$ cat config.mk
export PLATFORM = sky130hd
export DESIGN_NAME = router_pkt_reg
export DESIGN_NICKNAME = d
export VERILOG_FILES = /design/src/rtl/router_pkt_reg.sv
export SDC_FILE = /design/constraint.sdc
export NUM_CORES = 1
export LEC_CHECK = 0
export CORE_MARGIN = 2
export CORE_UTILIZATION = 50
export DETAILED_ROUTE_END_ITERATION = 16
export PLACE_DENSITY = 0.81
export SETUP_SLACK_MARGIN = 0.05
export SYNTH_ARGS = -nofsm -noshare
export SYNTH_HDL_FRONTEND = slang
export SYNTH_SLANG_ARGS = --single-unit
$ cat constraint.sdc
create_clock -name clk -period 1.92 [get_ports clk]
set_clock_uncertainty 0.15 [all_clocks]
set_input_delay 0.384 -clock clk [delete_from_list [all_inputs] [get_ports clk]]
set_output_delay 0.384 -clock clk [all_outputs]
set_load 0.01 [all_outputs]
$ cat src/rtl/router_pkt_reg.sv
// Ingress packet register: frames header/payload/parity and forwards every byte to router_fifo
// through a one-entry output register. Define PKT_REG_ERR_CNT_EN to add the err_cnt port.
module router_pkt_reg #(
   parameter int DATA_W = 8
) (
   input  logic              clk,
   input  logic              reset,
   input  logic              soft_reset,
   input  logic              pkt_valid,
   input  logic [DATA_W-1:0] data_in,
   input  logic              fifo_full,
   output logic              busy,
   output logic              write_enb,
   output logic              lfd_state,
   output logic [DATA_W-1:0] data_out,
   output logic [1:0]        dest_addr,
   output logic              parity_done,
   output logic              low_pkt_valid,
   output logic              err
`ifdef PKT_REG_ERR_CNT_EN
   ,
   output logic [7:0]        err_cnt
`endif
);

   localparam int LEN_W = DATA_W - 2;
   localparam logic [LEN_W-1:0] CNT_MAX = {LEN_W{1'b1}};

   typedef enum logic [1:0] {
      IDLE  = 2'd0,
      LOAD  = 2'd1,
      CHECK = 2'd2
   } state_t;

   state_t            state_r;
   logic              pending_r;
   logic              hdr_r;
   logic [DATA_W-1:0] par_r;
   logic [LEN_W-1:0]  len_r;
   logic [LEN_W-1:0]  cnt_r;
   logic              hdr_acc_s;
   logic              pay_acc_s;
   logic              par_acc_s;
   logic              accept_s;
   logic              chk_err_s;

   function automatic logic par_mismatch(input logic [DATA_W-1:0] acc,
                                         input logic [DATA_W-1:0] rx);
      return |(acc ^ rx);
   endfunction

   // FIFO handshake and byte-acceptance decode
   always_comb begin
      busy      = (pending_r & fifo_full) | (state_r == CHECK);
      write_enb = pending_r & ~fifo_full;
      lfd_state = pending_r & ~fifo_full & hdr_r;
      hdr_acc_s = 1'b0;
      pay_acc_s = 1'b0;
      par_acc_s = 1'b0;
      if (busy) begin
         hdr_acc_s = 1'b0;
      end else begin
         case (state_r)
            IDLE: hdr_acc_s = pkt_valid;
            LOAD: begin
               pay_acc_s = pkt_valid;
               par_acc_s = ~pkt_valid;
            end
            default: hdr_acc_s = 1'b0;
         endcase
      end
      accept_s  = hdr_acc_s | pay_acc_s | par_acc_s;
      // data_out still holds the parity byte during CHECK: busy blocks any new accept
      chk_err_s = par_mismatch(par_r, data_out) | (cnt_r != len_r) | (dest_addr == 2'b11);
   end

   // Framing FSM, output register and status flags
   always_ff @(posedge clk or posedge reset) begin
      if (reset) begin
         state_r       <= IDLE;
         pending_r     <= 1'b0;
         hdr_r         <= 1'b0;
         data_out      <= {DATA_W{1'b0}};
         par_r         <= {DATA_W{1'b0}};
         len_r         <= {LEN_W{1'b0}};
         cnt_r         <= {LEN_W{1'b0}};
         dest_addr     <= 2'b00;
         parity_done   <= 1'b0;
         low_pkt_valid <= 1'b0;
         err           <= 1'b0;
`ifdef PKT_REG_ERR_CNT_EN
         err_cnt       <= 8'd0;
`endif
      end else if (soft_reset) begin
         state_r       <= IDLE;
         pending_r     <= 1'b0;
         hdr_r         <= 1'b0;
         data_out      <= {DATA_W{1'b0}};
         par_r         <= {DATA_W{1'b0}};
         len_r         <= {LEN_W{1'b0}};
         cnt_r         <= {LEN_W{1'b0}};
         parity_done   <= 1'b0;
         low_pkt_valid <= 1'b0;
      end else begin
         parity_done <= 1'b0;
         if (accept_s) begin
            pending_r <= 1'b1;
            data_out  <= data_in;
            hdr_r     <= hdr_acc_s;
         end else if (!fifo_full) begin
            pending_r <= 1'b0;
         end
         case (state_r)
            IDLE: begin
               if (hdr_acc_s) begin
                  len_r         <= data_in[DATA_W-1:2];
                  dest_addr     <= data_in[1:0];
                  par_r         <= data_in;
                  cnt_r         <= {LEN_W{1'b0}};
                  err           <= 1'b0;
                  low_pkt_valid <= 1'b0;
                  state_r       <= LOAD;
               end
            end
            LOAD: begin
               if (pay_acc_s) begin
                  par_r <= par_r ^ data_in;
                  if (cnt_r != CNT_MAX) begin
                     cnt_r <= cnt_r + LEN_W'(1);
                  end
               end else if (par_acc_s) begin
                  state_r <= CHECK;
               end
            end
            CHECK: begin
               parity_done   <= 1'b1;
               low_pkt_valid <= (cnt_r < len_r);
               err           <= chk_err_s;
`ifdef PKT_REG_ERR_CNT_EN
               if (chk_err_s && (err_cnt != 8'hFF)) begin
                  err_cnt <= err_cnt + 8'd1;
               end
`endif
               state_r       <= IDLE;
            end
            default: state_r <= IDLE;
         endcase
      end
   end

endmodule
==> Word level (Yosys, flattened, before mapping) <==
Index checks and enable logic that the tools add are counted.
{ "classes": {"add_sub_neg": 1, "n_lt_le_gt_ge": 1, "eq_ne": 12, "mux": 36, "bitwise": 13, "n_reduce_logical": 15} }
{ "ops": {"columns": ["cell", "n"], "rows": [
  ["2-to-1 mux 6 bit", 7],
  ["2-to-1 mux 8 bit", 5],
  ["case mux 8 bit (2 select lines)", 1],
  ["bitwise XOR 8 bit", 2],
  ["2-to-1 mux 1 bit", 15],
  ["inequality test 3 bit, second input constant", 5],
  ["case mux 6 bit (2 select lines)", 1],
  ["AND reduction 3 bit", 4],
  ["2-to-1 mux 2 bit", 4],
  ["nonzero test 2 bit", 4],
  ["OR reduction 8 bit", 1],
  ["adder 6 x 1 -> 6 bit, second input constant", 1],
  ["less-than comparator 6 bit", 1],
  ["inequality test 6 bit", 1],
  ["inequality test 6 bit, second input constant", 1],
  ["nonzero test 3 bit", 2],
  ["OR 1 bit", 5],
  ["== test 2 bit, second input constant", 2],
  ["case mux 1 bit (2 select lines)", 2],
  ["case mux 2 bit (2 select lines)", 1],
  ["AND reduction 2 bit", 2],
  ["AND reduction 4 bit", 1],
  ["bitwise AND 1 bit", 3],
  ["inequality test 3 x 2 -> 1 bit, second input constant", 1],
  ["4 further kinds", 6]
]} }
{ "word_totals": {"register_bits": 37, "input_bits": 13, "out_inout_bits": 16} }

==> Depth between registers and ports, before layout <==
Gate-level depths: netlist (run 1).
{ "logic_depth": {"word_depth": 7, "mapped_depth": 6, "depth_no_buf": 6} }

==> Worst setup path before layout (run 1) <==
Ideal clock, no wire load.
{ "synth_timing": {"path_kind": "input port to flip-flop", "startpoint": "in soft_reset", "endpoint": "reg dest_addr[0]", "setup_ns": 0.125, "arrival_time_ns": 1.366, "t_required_ns": 1.645, "path_slack_ns": 0.279, "path_stages": 3, "path_buffers": 1, "path_cell_list": "buf_2 nor4_4 mux2_4"} }
{ "synth_via": {"elab_chain_len": 2} }
{ "synth_rtl": {"columns": ["item", "line_no", "rtl"], "rows": [
  ["start: declaration", "8", "input logic soft_reset,"],
  ["inverter 1 bit (no line)", null, null],
  ["AND reduction 3 bit (no line)", null, null],
  ["end signal: assignment", "117", "dest_addr <= data_in[1:0];"],
  ["end: declaration", "16", "output logic [1:0] dest_addr,"]
]} }
Every way passes these cells.
A chain may end at the register's enable or synchronous reset.

==> Final worst setup path (run 1) <==
{ "layout_timing": {"startpoint": "reg pending_r", "endpoint": "out lfd_state"} }
{ "layout_via": {"elab_chain_len": 2} }
{ "layout_rtl": {"columns": ["item", "line_no", "rtl"], "rows": [
  ["start: declaration", "36", "logic pending_r;"],
  ["start signal: assignment", "81", "pending_r <= 1'b0;"],
  ["start signal: assignment", "96", "pending_r <= 1'b0;"],
  ["start signal: assignment", "107", "pending_r <= 1'b1;"],
  ["bitwise AND 1 bit (2 in a row)", "56", "lfd_state = pending_r & ~fifo_full & hdr_r;"],
  ["end: declaration", "14", "output logic lfd_state,"]
]} }
Every way passes these cells.

==> flow_summary.ini, run 1 <==
[critical_path]
r2r_cells = 5
cpLargestDelayFamily = flip-flops
end_kind = output pin
worstPathMaxFanout = 4
cp.depth = 3
crit_type = register to output pin
worstPathArrival_ns = 1.28
rrSetupSlack_ns = 0.17
worstPathCellList = nor2b_1 -> and2_1 -> dlygate4sd2_1
start_kind = register
slowest_delay_ns = 0.41
reg2reg_to = err
r2r_start = cnt_r[4]
cpMaxStageDelayCell = dfrtp_1
cp_data_required_time_ns = 1.39
cp_num_buf_inv = 1

[place]
io_buffers = 28
place_hpwl_um = 3270
routabilityCongestion = 0.902
placed_cell_area_um2 = 2580

[status]
status = finished clean

[synthesis]
syn_nets = 220
ys_seq_elements = 37
synth.distinct_cells = 42
ys_async_sr_fraction_pct = 100
ys_warn_count = 0
syn_inst = 200
yosysSeqAreaShare_pct = 45.1
postSynthAreaPerCell_um2 = 10.3
yosys_most_used_dff = dfrtp_1
synth_edf_count = 0
synth_area_um2 = 2050

[layout]
syn2layout_area_growth_pct = 30.3
final_util_pct = 67.4
n_antenna_cell = 0
nets = 272
drive_gt1_share_pct = 18.7
stdcell_area_um2 = 2680

[timing]
setup_viol = 0
finalCritPeriodShare_pct = 94.5
tightest_slew_ns = 0.241
setup_tns_ns = 0
slew_headroom_pct = 83.8
min_period_ns = 1.81
slew_violations = 0
rsz0062_at_grt = no
hold_viol_final = 0
clock.fmax_mhz = 551

[cts]
cts_sinks = 37
clk_pin_slew_ns = 0.07
numCtsBuffers = 5
cts_tree = yes
cts_max_level = 2
cts_hold_buf = 0
root_buffer = clkbuf_8
clkLatencyLatePin_ns = 0.29
clk_path_buf_depth = 2

[die]
die_w_um = 68.1
core_region_area_um2 = 3970
io_pins = 29
start_util_pct = 51.7
dieArea_um2 = 4640
die_h_um = 68.1
rows = 23

[route]
drc = 0
vias = 1686
viasPerCell = 5.58
ant_nets = 0
firstDrtPassIters = 4
wl_per_cell_um = 14.7
wirelength_um = 4430
first_iter_violations = 108

[pwr]
powerDensity_nw_per_um2 = 713
p_seq_share_pct = 47.6
switching_share_pct = 27.6
ir_drop_v = 0.000488
clockPowerShare_pct = 28.7
power.switching_uw = 527
p_int_mw = 1.38
combPwrFrac_pct = 23.7
totalPowerFinal_mw = 1.91
p_leak_nw = 1.21

[flow_run]
maxCapViolCount = 0

[grt]
grt_antenna_before_repair = 0
grt_max_degree = 38
overflow = 0
grt_pass1_wl_um = 7710
grt_pass1_vias = 1646
grt.total_usage_pct = 23.0

[hold_path]
hold_class = primary input to async pin
cells in the mapped netlist, drive strengths merged (2+ instances only):
master	instances	area [µm²]
dfrtp	37	926
nor2b	20	125
o21ai	14	70.1
xnor2	13	114
nand2	11	41.3
mux2	10	120
inv	9	33.8
a22oi	8	60.1
nor2	8	30.0
a21oi	7	38.8
ha	7	87.6
nand3	7	35.0
a22o	6	52.6
buf	6	30.0
nand2b	4	25.0
nand4	3	18.8
o31ai	3	22.5
xor2	3	26.3
and2	2	12.5
and3	2	12.5
clkbuf	2	7.51
nor3b	2	20.0
nor4	2	27.5
cells in the final DEF, fill, tap and decap left out, drive strengths merged:
cell and instances:
a21oi 7, clkdlybuf4s50 24, nor2 8, o32ai 1, a22oi 8, a31o 1, nand2b 4, mux2 10
buf 25, and2 2, nor3 1, xor2 3, a31oi 1, xnor2 13, nand3 7, nor3b 2
nand2 11, o21bai 1, clkbuf 7, and3 2, a22o 6, and4 1, or3b 1, nor2b 20
a21o 1, o31ai 3, inv 9, a21bo 1, or3 1, dfrtp 37, o31a 1, o21ai 14
o22a 1, nor4 2, ha 7, a211oi 1, dlygate4sd2 4, a41oi 1, nand4 3
power by group through the flow:
stage                     clock network, mW  logic [mW]  registers (mW)
after floorplan                           0       0.241           0.923
after global placement                    0       0.438           0.919
after detailed placement                  0       0.449           0.921
after CTS                             0.562       0.450           0.907
after global routing                  0.602       0.498           0.918
final                                 0.548       0.452           0.908
area by class of cell:
type                            instances  area (µm²)
Inverter                                9        33.8
Timing Repair Buffer                   53         500
Sequential cell                        37         926
Multi-Input combinational cell        146        1070
Fill cell                             310        1290
Tap cell                               50        62.6
Clock buffer                            7        86.3
worst reg2reg max path: stages, from the launching register on:
cell and delay [ns]:
dfrtp_1 0.43, ha_1 0.32, nand3_1 0.13, nor4_2 0.30, nand4_1 0.12, o22a_1 0.18
worst max path at each step:
stage                from           end  slack (ns)
2_1_floorplan  soft_reset  dest_addr[0]        0.28
3_3_place_gp    fifo_full     lfd_state       -0.22
3_5_place_dp    fifo_full     lfd_state       -0.28
4_1_cts         pending_r     lfd_state        0.09
5_1_grt         pending_r     lfd_state        0.05
6_report        pending_r     lfd_state        0.11
sequential cells by signal, summed over array words and instances (netlist names):
| signal | flops |
|---|---|
| cnt_r | 6 |
| data_out | 8 |
| dest_addr | 2 |
| err | 1 |
| hdr_r | 1 |
| len_r | 6 |
| low_pkt_valid | 1 |
| par_r | 8 |
| parity_done | 1 |
| pending_r | 1 |
| state_r | 2 |
cell families (layout without fill, tap and decap cells):
kind of cell             count (synthesis)  in the layout  synth area share, %
AND/OR/NAND/NOR                         65             65                 18.3
AO/OA/AOI/OAI                           48             48                 16.2
flip-flops                              37             37                 45.1
buffers and inverters                   17             69                 3.47
XOR/XNOR                                16             16                 6.82
multiplexers                            10             10                 5.85
adder cells (fa/ha/maj)                  7              7                 4.26
routing by layer:
metal | part of all wire [%] | routed length (µm) | track usage [%]
met1 | 46 | 2020 | 29.4
met2 | 49 | 2170 | 37.7
met3 | 3.9 | 174 | 5.92
met4 | 1.5 | 65 | 8.25
met5 | 0 | 0 | 0
metrics by stage:
| stage | hold slack (ns) | setup WS, ns | instances |
|---|---|---|---|
| floorplan | 0.291 | 0.279 | 200 |
| global placement | 0.310 | -0.220 | 295 |
| detailed placement | 0.316 | -0.280 | 295 |
| CTS | 0.295 | 0.0940 | 302 |
| global route | 0.325 | 0.0525 | 302 |
| finish | 0.282 | 0.106 | 302 |
repair_timing:
action                     in CTS  in global routing
setup buffers                   0                  0
resized for setup               4                  2
setup endpoints to repair       3                  2
pin swaps                       0                  0
(Power assumes the default switching activity.)
==> run 2, diff against run 1 <==
==> constraint.sdc (replaced) <==
create_clock -name clk -period 1.92 [get_ports clk]
set_clock_uncertainty 0.15 [all_clocks]
set_input_delay 0.288 -clock clk [delete_from_list [all_inputs] [get_ports clk]]
set_output_delay 0.288 -clock clk [all_outputs]
set_load 0.01 [all_outputs]
==> flow_summary.ini, run 2 (synthesis results as in run 1) <==
[status]
status = finished clean

[cts]
root_buffer = clkbuf_8
cts_max_level = 2
clk_path_buf_depth = 2
cts_sinks = 37
clkLatencyLatePin_ns = 0.30
numCtsBuffers = 5
cts_hold_buf = 0
cts_tree = yes
clk_pin_slew_ns = 0.08

[die]
die_h_um = 68.1
dieArea_um2 = 4640
start_util_pct = 51.7
io_pins = 29
core_region_area_um2 = 3970
rows = 23
die_w_um = 68.1

[critical_path]
cpMaxStageDelayCell = clkdlybuf4s50_1
start_kind = register
slowest_delay_ns = 0.54
cp_num_buf_inv = 1
cpLargestDelayFamily = buffers and inverters
end_kind = output pin
cp_data_required_time_ns = 1.48
crit_type = register to output pin
worstPathCellList = nor2b_1 -> clkdlybuf4s50_1
worstPathArrival_ns = 1.34
worstPathMaxFanout = 2

[pwr]
power.switching_uw = 565
p_int_mw = 1.52
totalPowerFinal_mw = 2.08
combPwrFrac_pct = 21.8
clockPowerShare_pct = 34.6
switching_share_pct = 27.1
p_seq_share_pct = 43.6
ir_drop_v = 0.000399
p_leak_nw = 1.21
powerDensity_nw_per_um2 = 775

[timing]
finalCritPeriodShare_pct = 92.5
fin_hold_ws_ns = 0.242
rsz0062_at_grt = no
slew_violations = 0
hold_viol_final = 0
clock.fmax_mhz = 563
slew_headroom_pct = 68.0
setup_viol = 0
setup_tns_ns = 0
tightest_slew_ns = 0.480
min_period_ns = 1.78

[place]
place_hpwl_um = 3330
io_buffers = 28
routabilityCongestion = 0.855

[grt]
grt_antenna_before_repair = 0
grt_pass1_wl_um = 7860
busiest_layer = met2
gr-usage-met3_pct = 5.76
overflow = 0
grt.total_usage_pct = 23.1
grt_pass1_vias = 1672
grt_max_degree = 38
use_met2_pct = 39.3
met1_usage_pct = 28.5

[hold_path]
hold_class = primary input to async pin

[flow_run]
maxCapViolCount = 0

[layout]
nets = 272
drive_gt1_share_pct = 19.8
reg_top3 = data_out (8), par_r (8)
mostFrequentLayoutCell = dfrtp_1
n_antenna_cell = 0
syn2layout_area_growth_pct = 30.8
layout_common_cells = dfrtp_1, clkdlybuf4s50_1, buf_4
regArea_um2 = 927
multi_input_area_um2 = 1070
nFillCells = 316

[route]
wirelength_um = 4740
firstDrtPassIters = 4
vias = 1689
first_iter_violations = 141
ant_nets = 0
viasPerCell = 5.57
wl_per_cell_um = 15.6
drc = 0
## run 2: cell types whose count changed in the layout (fill, tap and decap cells not counted), sizes merged
| cell | change |
|---|---|
| clkdlybuf4s50 | +1 |
| bufinv | +1 |
| clkinvlp | +1 |
| clkbuf | -1 |
| dlygate4sd2 | -1 |
## run 2: path summary, 6_finish.rpt
kind	from	to	slack, ns	cells past startpoint
setup / recovery	pending_r	write_enb	0.14	2
hold / removal	reset	data_out[1]	0.24	3
setup reg to reg	pending_r	par_r[6]	0.15	8
hold reg to reg	hdr_r	hdr_r	0.33	1
max in group asynchronous	reset	state_r[1]	1.00	3
min in group clk	hdr_r	hdr_r	0.33	1
## run 2: through the flow
step	cell area, µm²	worst slack [ns]	instances	util [%]
2_1_floorplan	2050	0.304	200	-
3_3_place_gp	2540	-0.0871	292	63.9
3_5_place_dp	2540	-0.132	292	63.9
4_1_cts	2680	0.111	303	67.5
5_1_grt	2690	0.0556	303	67.6
6_report	2690	0.144	303	67.6
## run 2: layout make-up
cell class	instances	share of cell area, %
multi-input cells	146	39.7
flip-flops and latches	37	34.5
repair buffers	53	17.7
clock buffers	6	3.07
well taps	50	2.33
clock inverters	2	1.40
inverters	9	1.26
## run 2: metal layers
metal / up-vias / part of all wire [%] / wire (µm)
met5: - / 0 / 0
li1: 811 / - / -
met3: 9 / 5.5 / 261
met2: 48 / 50 / 2380
met4: 0 / 1.6 / 76
met1: 821 / 43 / 2020
## run 2: power by group through the flow
stage	logic (mW)	clock network, mW	registers (mW)
floorplan	0.241	0	0.923
global placement	0.425	0	0.922
detailed placement	0.439	0	0.925
CTS	0.451	0.728	0.908
global route	0.496	0.758	0.919
finish	0.454	0.720	0.908
## run 2: repair_timing
item | 4_1_cts | 5_1_grt
endpoints found under the hold margin | 0 | 0
setup endpoints to repair | 3 | 4
buffers inserted | 3 | 0
resized for setup | 5 | 4
## run 2: worst min-delay path, delay by kind of cell
kind,cells,cell delay (ns)
buffers and inverters,3,0.85
